$ cat src/rtl/spart_pkg.sv
// ---------------------------------------------------------------------------
// spart_pkg
// Shared definitions for the SPART receive path: processor register
// addresses, status-byte bit positions and the receive capture-state enum.
// ---------------------------------------------------------------------------
package spart_pkg;

  // Processor register map
  localparam logic [1:0] ADDR_DATA   = 2'b00;
  localparam logic [1:0] ADDR_STATUS = 2'b01;

  // Status byte layout: [7] overrun, [6] 0, [5] full, [4] empty, [3:0] level
  localparam int STAT_OVERRUN = 7;
  localparam int STAT_FULL    = 5;
  localparam int STAT_EMPTY   = 4;
  localparam int STAT_LVL_MSB = 3;

  // Receive capture handshake states
  typedef enum logic {
    CAP_IDLE = 1'b0,
    CAP_ACK  = 1'b1
  } cap_state_t;

endpackage

$ cat src/rtl/spart_fifo_ram.sv
// ---------------------------------------------------------------------------
// spart_fifo_ram
// DEPTH x 8 storage for the receive FIFO. Synchronous write, asynchronous
// read, no reset.
//   clk   : write clock
//   we    : write enable
//   waddr : write address
//   wdata : write data
//   raddr : read address
//   rdata : read data (combinational)
// ---------------------------------------------------------------------------
module spart_fifo_ram #(
  parameter int DEPTH = 8,
  parameter int AW    = $clog2(DEPTH)
) (
  input  logic          clk,
  input  logic          we,
  input  logic [AW-1:0] waddr,
  input  logic [7:0]    wdata,
  input  logic [AW-1:0] raddr,
  output logic [7:0]    rdata
);

  logic [7:0] mem [DEPTH];

  // NOTE: the array has no reset; entries are only read after being written,
  // so a reset would add logic without changing observable behaviour.
  always_ff @(posedge clk) begin
    if (we) mem[waddr] <= wdata;
  end

  assign rdata = mem[raddr];

endmodule

$ cat src/rtl/spart_rx_fifo.sv
// ---------------------------------------------------------------------------
// spart_rx_fifo
// Receive FIFO between the SPART receiver and the processor bus. Captures one
// byte per i_rda assertion, acknowledges the receiver, and exposes a data
// register (first-word fall-through, pop on read) and a status register
// (clear overrun on read).
//   clk       : system clock, rising edge
//   rst       : asynchronous active-low reset
//   i_rda     : receiver data available (sticky until acknowledged)
//   i_rx_data : receiver byte
//   o_rx_ack  : registered acknowledge, high for every CAP_ACK cycle
//   i_iocs    : processor chip select
//   i_iorw    : processor direction, 1 = read
//   i_ioaddr  : register address (00 data, 01 status, 1x reads zero)
//   o_rdata   : combinational read data for the current address
//   o_rda     : FIFO non-empty
// ---------------------------------------------------------------------------
module spart_rx_fifo
  import spart_pkg::*;
#(
  parameter int DEPTH = 8
) (
  input  logic       clk,
  input  logic       rst,
  input  logic       i_rda,
  input  logic [7:0] i_rx_data,
  output logic       o_rx_ack,
  input  logic       i_iocs,
  input  logic       i_iorw,
  input  logic [1:0] i_ioaddr,
  output logic [7:0] o_rdata,
  output logic       o_rda
);

  localparam int PW = $clog2(DEPTH);

  cap_state_t    state_q, state_d;
  logic [PW-1:0] wr_ptr, rd_ptr;
  logic [PW:0]   level;
  logic          overrun;
  logic          strobe_q;
  logic [7:0]    head;
  logic [7:0]    status;

  logic strobe, strobe_rise, push, pop, full, empty, do_write, ovr_set, ovr_clr;

  // ---------------- capture state machine ----------------
  // NOTE: every variable written here gets a default first, so no path can
  // leave it unassigned and infer a latch.
  always_comb begin
    state_d = state_q;
    push    = 1'b0;
    unique case (state_q)
      CAP_IDLE: if (i_rda) begin
        state_d = CAP_ACK;
        push    = 1'b1;
      end
      CAP_ACK:  if (!i_rda) state_d = CAP_IDLE;
      default:  state_d = CAP_IDLE;
    endcase
  end

  // NOTE: sequential state uses non-blocking assignments so all registers
  // update together on the edge regardless of statement order.
  always_ff @(posedge clk or negedge rst) begin
    if (!rst) begin
      state_q  <= CAP_IDLE;
      o_rx_ack <= 1'b0;
    end else begin
      state_q  <= state_d;
      o_rx_ack <= (state_d == CAP_ACK);
    end
  end

  // ---------------- processor strobe ----------------
  assign strobe      = i_iocs & i_iorw;
  assign strobe_rise = strobe & ~strobe_q;

  // ---------------- FIFO control ----------------
  assign empty    = (level == '0);
  assign full     = (level == (PW+1)'(DEPTH));
  assign pop      = strobe_rise && (i_ioaddr == ADDR_DATA) && !empty;
  // A pop in the same cycle frees the slot, so a full FIFO still accepts.
  assign do_write = push && (!full || pop);
  assign ovr_set  = push && full && !pop;
  assign ovr_clr  = strobe_rise && (i_ioaddr == ADDR_STATUS);

  always_ff @(posedge clk or negedge rst) begin
    if (!rst) begin
      wr_ptr   <= '0;
      rd_ptr   <= '0;
      level    <= '0;
      overrun  <= 1'b0;
      strobe_q <= 1'b0;
    end else begin
      strobe_q <= strobe;
      if (do_write) wr_ptr <= wr_ptr + 1'b1;
      if (pop)      rd_ptr <= rd_ptr + 1'b1;
      unique case ({do_write, pop})
        2'b10:   level <= level + 1'b1;
        2'b01:   level <= level - 1'b1;
        default: level <= level;
      endcase
      // Set wins over a coincident clearing status read.
      if (ovr_set)      overrun <= 1'b1;
      else if (ovr_clr) overrun <= 1'b0;
    end
  end

  spart_fifo_ram #(.DEPTH(DEPTH), .AW(PW)) u_ram (
    .clk   (clk),
    .we    (do_write),
    .waddr (wr_ptr),
    .wdata (i_rx_data),
    .raddr (rd_ptr),
    .rdata (head)
  );

  // ---------------- read mux ----------------
  // Level field is four bits wide; at DEPTH=16 a full FIFO reads level 0
  // and is distinguished by the full bit.
  always_comb begin
    status                          = 8'h00;
    status[STAT_OVERRUN]            = overrun;
    status[STAT_FULL]               = full;
    status[STAT_EMPTY]              = empty;
    status[STAT_LVL_MSB:0]          = 4'(level);
  end

  always_comb begin
    o_rdata = 8'h00;
    unique case (i_ioaddr)
      ADDR_DATA:   o_rdata = empty ? 8'h00 : head;
      ADDR_STATUS: o_rdata = status;
      default:     o_rdata = 8'h00;
    endcase
  end

  assign o_rda = !empty;

endmodule

$ cat config.mk
export PLATFORM = sky130hd
export DESIGN_NAME = spart_rx_fifo
export DESIGN_NICKNAME = d
export VERILOG_FILES = /design/src/rtl/spart_pkg.sv /design/src/rtl/spart_fifo_ram.sv /design/src/rtl/spart_rx_fifo.sv
export SDC_FILE = /design/constraint.sdc
export NUM_CORES = 1
export LEC_CHECK = 0
export CORE_MARGIN = 2
export CORE_UTILIZATION = 57
export CTS_BUF_LIST = sky130_fd_sc_hd__clkbuf_8
export CTS_CLUSTER_SIZE = 14
export DETAILED_ROUTE_END_ITERATION = 12
export MAX_ROUTING_LAYER = met4
export PLACE_DENSITY_LB_ADDON = 0.08
export SLEW_MARGIN = 25
export SYNTH_ARGS = -nofsm -noshare
export SYNTH_HDL_FRONTEND = slang
export SYNTH_SLANG_ARGS = --single-unit
$ cat constraint.sdc
create_clock -name clk -period 3.35 [get_ports clk]
set_input_delay 0.335 -clock clk [delete_from_list [all_inputs] [get_ports clk]]
set_output_delay 0.335 -clock clk [all_outputs]
set_load 0.01 [all_outputs]
==> key figures, run 1 <==
Die
  – Initial Util: 58.69%
  – Die Footprint: 0.006251 sq mm
  – Die W: 79.07 microns
  – Top-level port count: 25
  – Core area: 0.005473 sq mm
  – Die height: 79.07 microns
  – Num rows: 27

Clock tree
  – Post-CTS setup buffers: 0
  – Clock sinks: 77
  – CTS tree: built
  – Clk buf depth: 2
  – Clock slew at reported path FFs: 0.07 ns
  – Cts hold-fix bufs: 0
  – Clk_lat worst skew: 0.34 ns
  – Post-cts sizing count: 0
  – TritonCTS buffer count: 9
  – Clk root buf: clkbuf_8
  – H-tree depth: 3

Synthesis
  – Register area share after synthesis: 69.96%
  – Main synth FF type: edfxtp_1
  – Area leader, netlist: edfxtp_1
  – Cell variety after synth: 43
  – Ranking of synthesized cells by area: edfxtp_1 60%, mux4_2 11%, dfrtp_1 10%, a221o_1 1.6%, xnor2_1 1.4%
  – Synthesized area: 0.003212 sq mm
  – Syn avg cell area: 18.46 sq um
  – Seq cells post-synth: 77
  – Syn_nets: 192
  – Number of enable flip-flop cells after synthesis: 64
  – Synth top area share: 59.84%
  – Post-synth ARST share: 16.88%
  – Synthesis Warnings: 0
  – Post-Synthesis Cells: 174

Placement
  – GP Congestion: 0.8368
  – IO buf count: 24
  – Post-DP HPWL: 4.178 mm

Setup path
  – Worst Setup End Kind: output pin
  – Critical path peak fanout: 18
  – Startpoint types: flip-flop
  – Setup Crit Path Kind: reg -> out
  – CP Data Arrival Time: 2.62 ns
  – Required @ worst endpoint: 3.01 ns

STA
  – Worst-Margin Slew: 0.8383 ns
  – Final Hold Fails: 0
  – Fin Clk Skew: 0.005837 ns
  – Period utilisation layout: 88.26%
  – Pins over their slew limit: 0
  – RSZ-0062 raised after global routing: false
  – Slew margin rel.: 44.11%
  – Minimum clock period: 2.957 ns
  – Final TNS setup: 0 ns
  – F_max: 338.2 MHz
  – # setup viols final: 0
  – Fin Hold WS: 0.3800 ns

Pwr
  – Lkg Pwr: 1.269 nW
  – Maximum VDD drop: 0.0003868 V
  – Tot Pwr: 2.635 mW
  – PD cells: 703.3 mW/mm^2

Detailed routing
  – Wire length per cell: 20.82 microns
  – Pre-antenna DRT Iters: 4
  – DR iter-0 viols: 172
  – Final ANT Viol Nets: 0
  – Via density: 5.990
  – Drt drc: 0
  – Routed WL: 6.058 mm
  – Via count: 1743

Run status
  – Run status: finished clean

Global route
  – Initial antenna violation count: 0
  – GR Util All Layers: 22.01%
  – Vias in the first global route: 1787
  – GR Overflow Total: 0
  – Largest net degree at the start of global routing: 19
  – First-pass GRT wire length: 9.425 mm

Finish
  – Nets: 232
  – Share of layout cells above drive strength 1: 21.92%
  – Antenna Cells: 0
  – Area growth syn-to-layout: 16.63%
  – Most frequent cells in the layout: 64 x edfxtp_1, 24 x clkdlybuf4s50_1, 16 x mux4_2
  – Commonest non-fill, non-tap cell in the layout: edfxtp_1

Min path
  – Min-delay worst type: in -> async

Run
  – Maxcap violations: 0
==> final cells by class <==
| type | instances | area [sq um] |
|---|---|---|
| fill | 370 | 1727 |
| inverter | 1 | 3.754 |
| clock inverter | 7 | 33.78 |
| sequential | 77 | 2247 |
| tap | 72 | 90.09 |
| multi-input combinational | 90 | 924.6 |
| timing repair buffer | 35 | 322.8 |
| clock buffer | 9 | 123.9 |
==> routing by layer <==
layer | routed length (microns) | track usage, % | part of all wire (%)
met5 | 0 | - | 0
met1 | 2655 | 29.83 | 44
met4 | 95 | 8.793 | 1.6
met2 | 3073 | 33.05 | 51
met3 | 233 | 5.114 | 3.8
==> critical path: stages, from the launching register on <==
cell	delay [ns]
dfrtp_1	0.89
mux4_2	0.43
and3_1	0.20
a221o_1	0.27
clkdlybuf4s50_1	0.48
==> report_power, final <==
part | internal [mW] | total (mW) | switching, mW
sequential | 1.16 | 1.33 | 0.167
combinational | 0.406 | 0.731 | 0.325
clock | 0.257 | 0.575 | 0.318
==> sequential cells by signal, indices dropped and copies added (netlist names) <==
name       cells
u_ram.mem     64
strobe_q       1
overrun        1
wr_ptr         3
state_q        1
level          4
rd_ptr         3
==> metrics by stage <==
step	utilization [%]	instances	worst slack [ns]	cell area [sq um]
2_1_floorplan	-	174	1.044	3212
3_3_place_gp	65.57	275	0.6275	3588
3_5_place_dp	65.57	275	0.5273	3588
4_1_cts	68.45	291	0.3661	3746
5_1_grt	68.45	291	0.3011	3746
6_report	68.45	291	0.3933	3746
==> kinds of logic (layout without fill, tap and decap cells) <==
kind of cell / after synthesis / after routing / synth area share, %
buffers and inverters: 7 / 52 / 1.246
adder cells (fa/ha/maj): 3 / 3 / 1.169
multiplexers: 21 / 21 / 12.86
XOR/XNOR: 7 / 7 / 1.909
AO/OA/AOI/OAI: 21 / 21 / 5.532
AND/OR/NAND/NOR: 38 / 38 / 7.324
flip-flops: 77 / 77 / 69.96
==> worst paths after layout <==
kind                           start              end  slack [ns]  cells after the start
max                        rd_ptr[1]       o_rdata[3]        0.39                      4
min                              rst        rd_ptr[2]        0.38                      1
max reg2reg                 level[1]  u_ram.mem[3][5]        1.01                      4
min reg2reg                  overrun          overrun        0.57                      2
max in group asynchronous        rst        wr_ptr[0]        2.57                      1
min in group clk               i_rda          state_q        0.50                      1
==> synth_stat cells, types with 2 or more instances <==
| cell | n |
|---|---|
| o21ai_0 | 2 |
| a221o_1 | 5 |
| nor2b_1 | 2 |
| ha_1 | 3 |
| buf_2 | 2 |
| nand2_1 | 4 |
| mux2i_1 | 3 |
| nand2b_1 | 4 |
| nor3_1 | 5 |
| xnor2_1 | 5 |
| dfrtp_1 | 13 |
| xor2_1 | 2 |
| mux2_1 | 2 |
| mux4_2 | 16 |
| nor2_1 | 8 |
| o21ai_1 | 2 |
| and3_1 | 5 |
| o22ai_1 | 2 |
| edfxtp_1 | 64 |
| o211ai_1 | 2 |
No activity file was read; power rests on OpenSTA's default activity.
==> run 2, diff against run 1 <==
--- a/config.mk
+++ b/config.mk
@@ -8,6 +8,7 @@
 export CORE_MARGIN = 2
 export CORE_UTILIZATION = 57
 export CTS_BUF_LIST = sky130_fd_sc_hd__clkbuf_8
+export CTS_CLUSTER_DIAMETER = 100
 export CTS_CLUSTER_SIZE = 14
 export DETAILED_ROUTE_END_ITERATION = 12
 export MAX_ROUTING_LAYER = met4
==> results of run 2 <==
Final layout, timing and power as in run 1 (identical DEF).
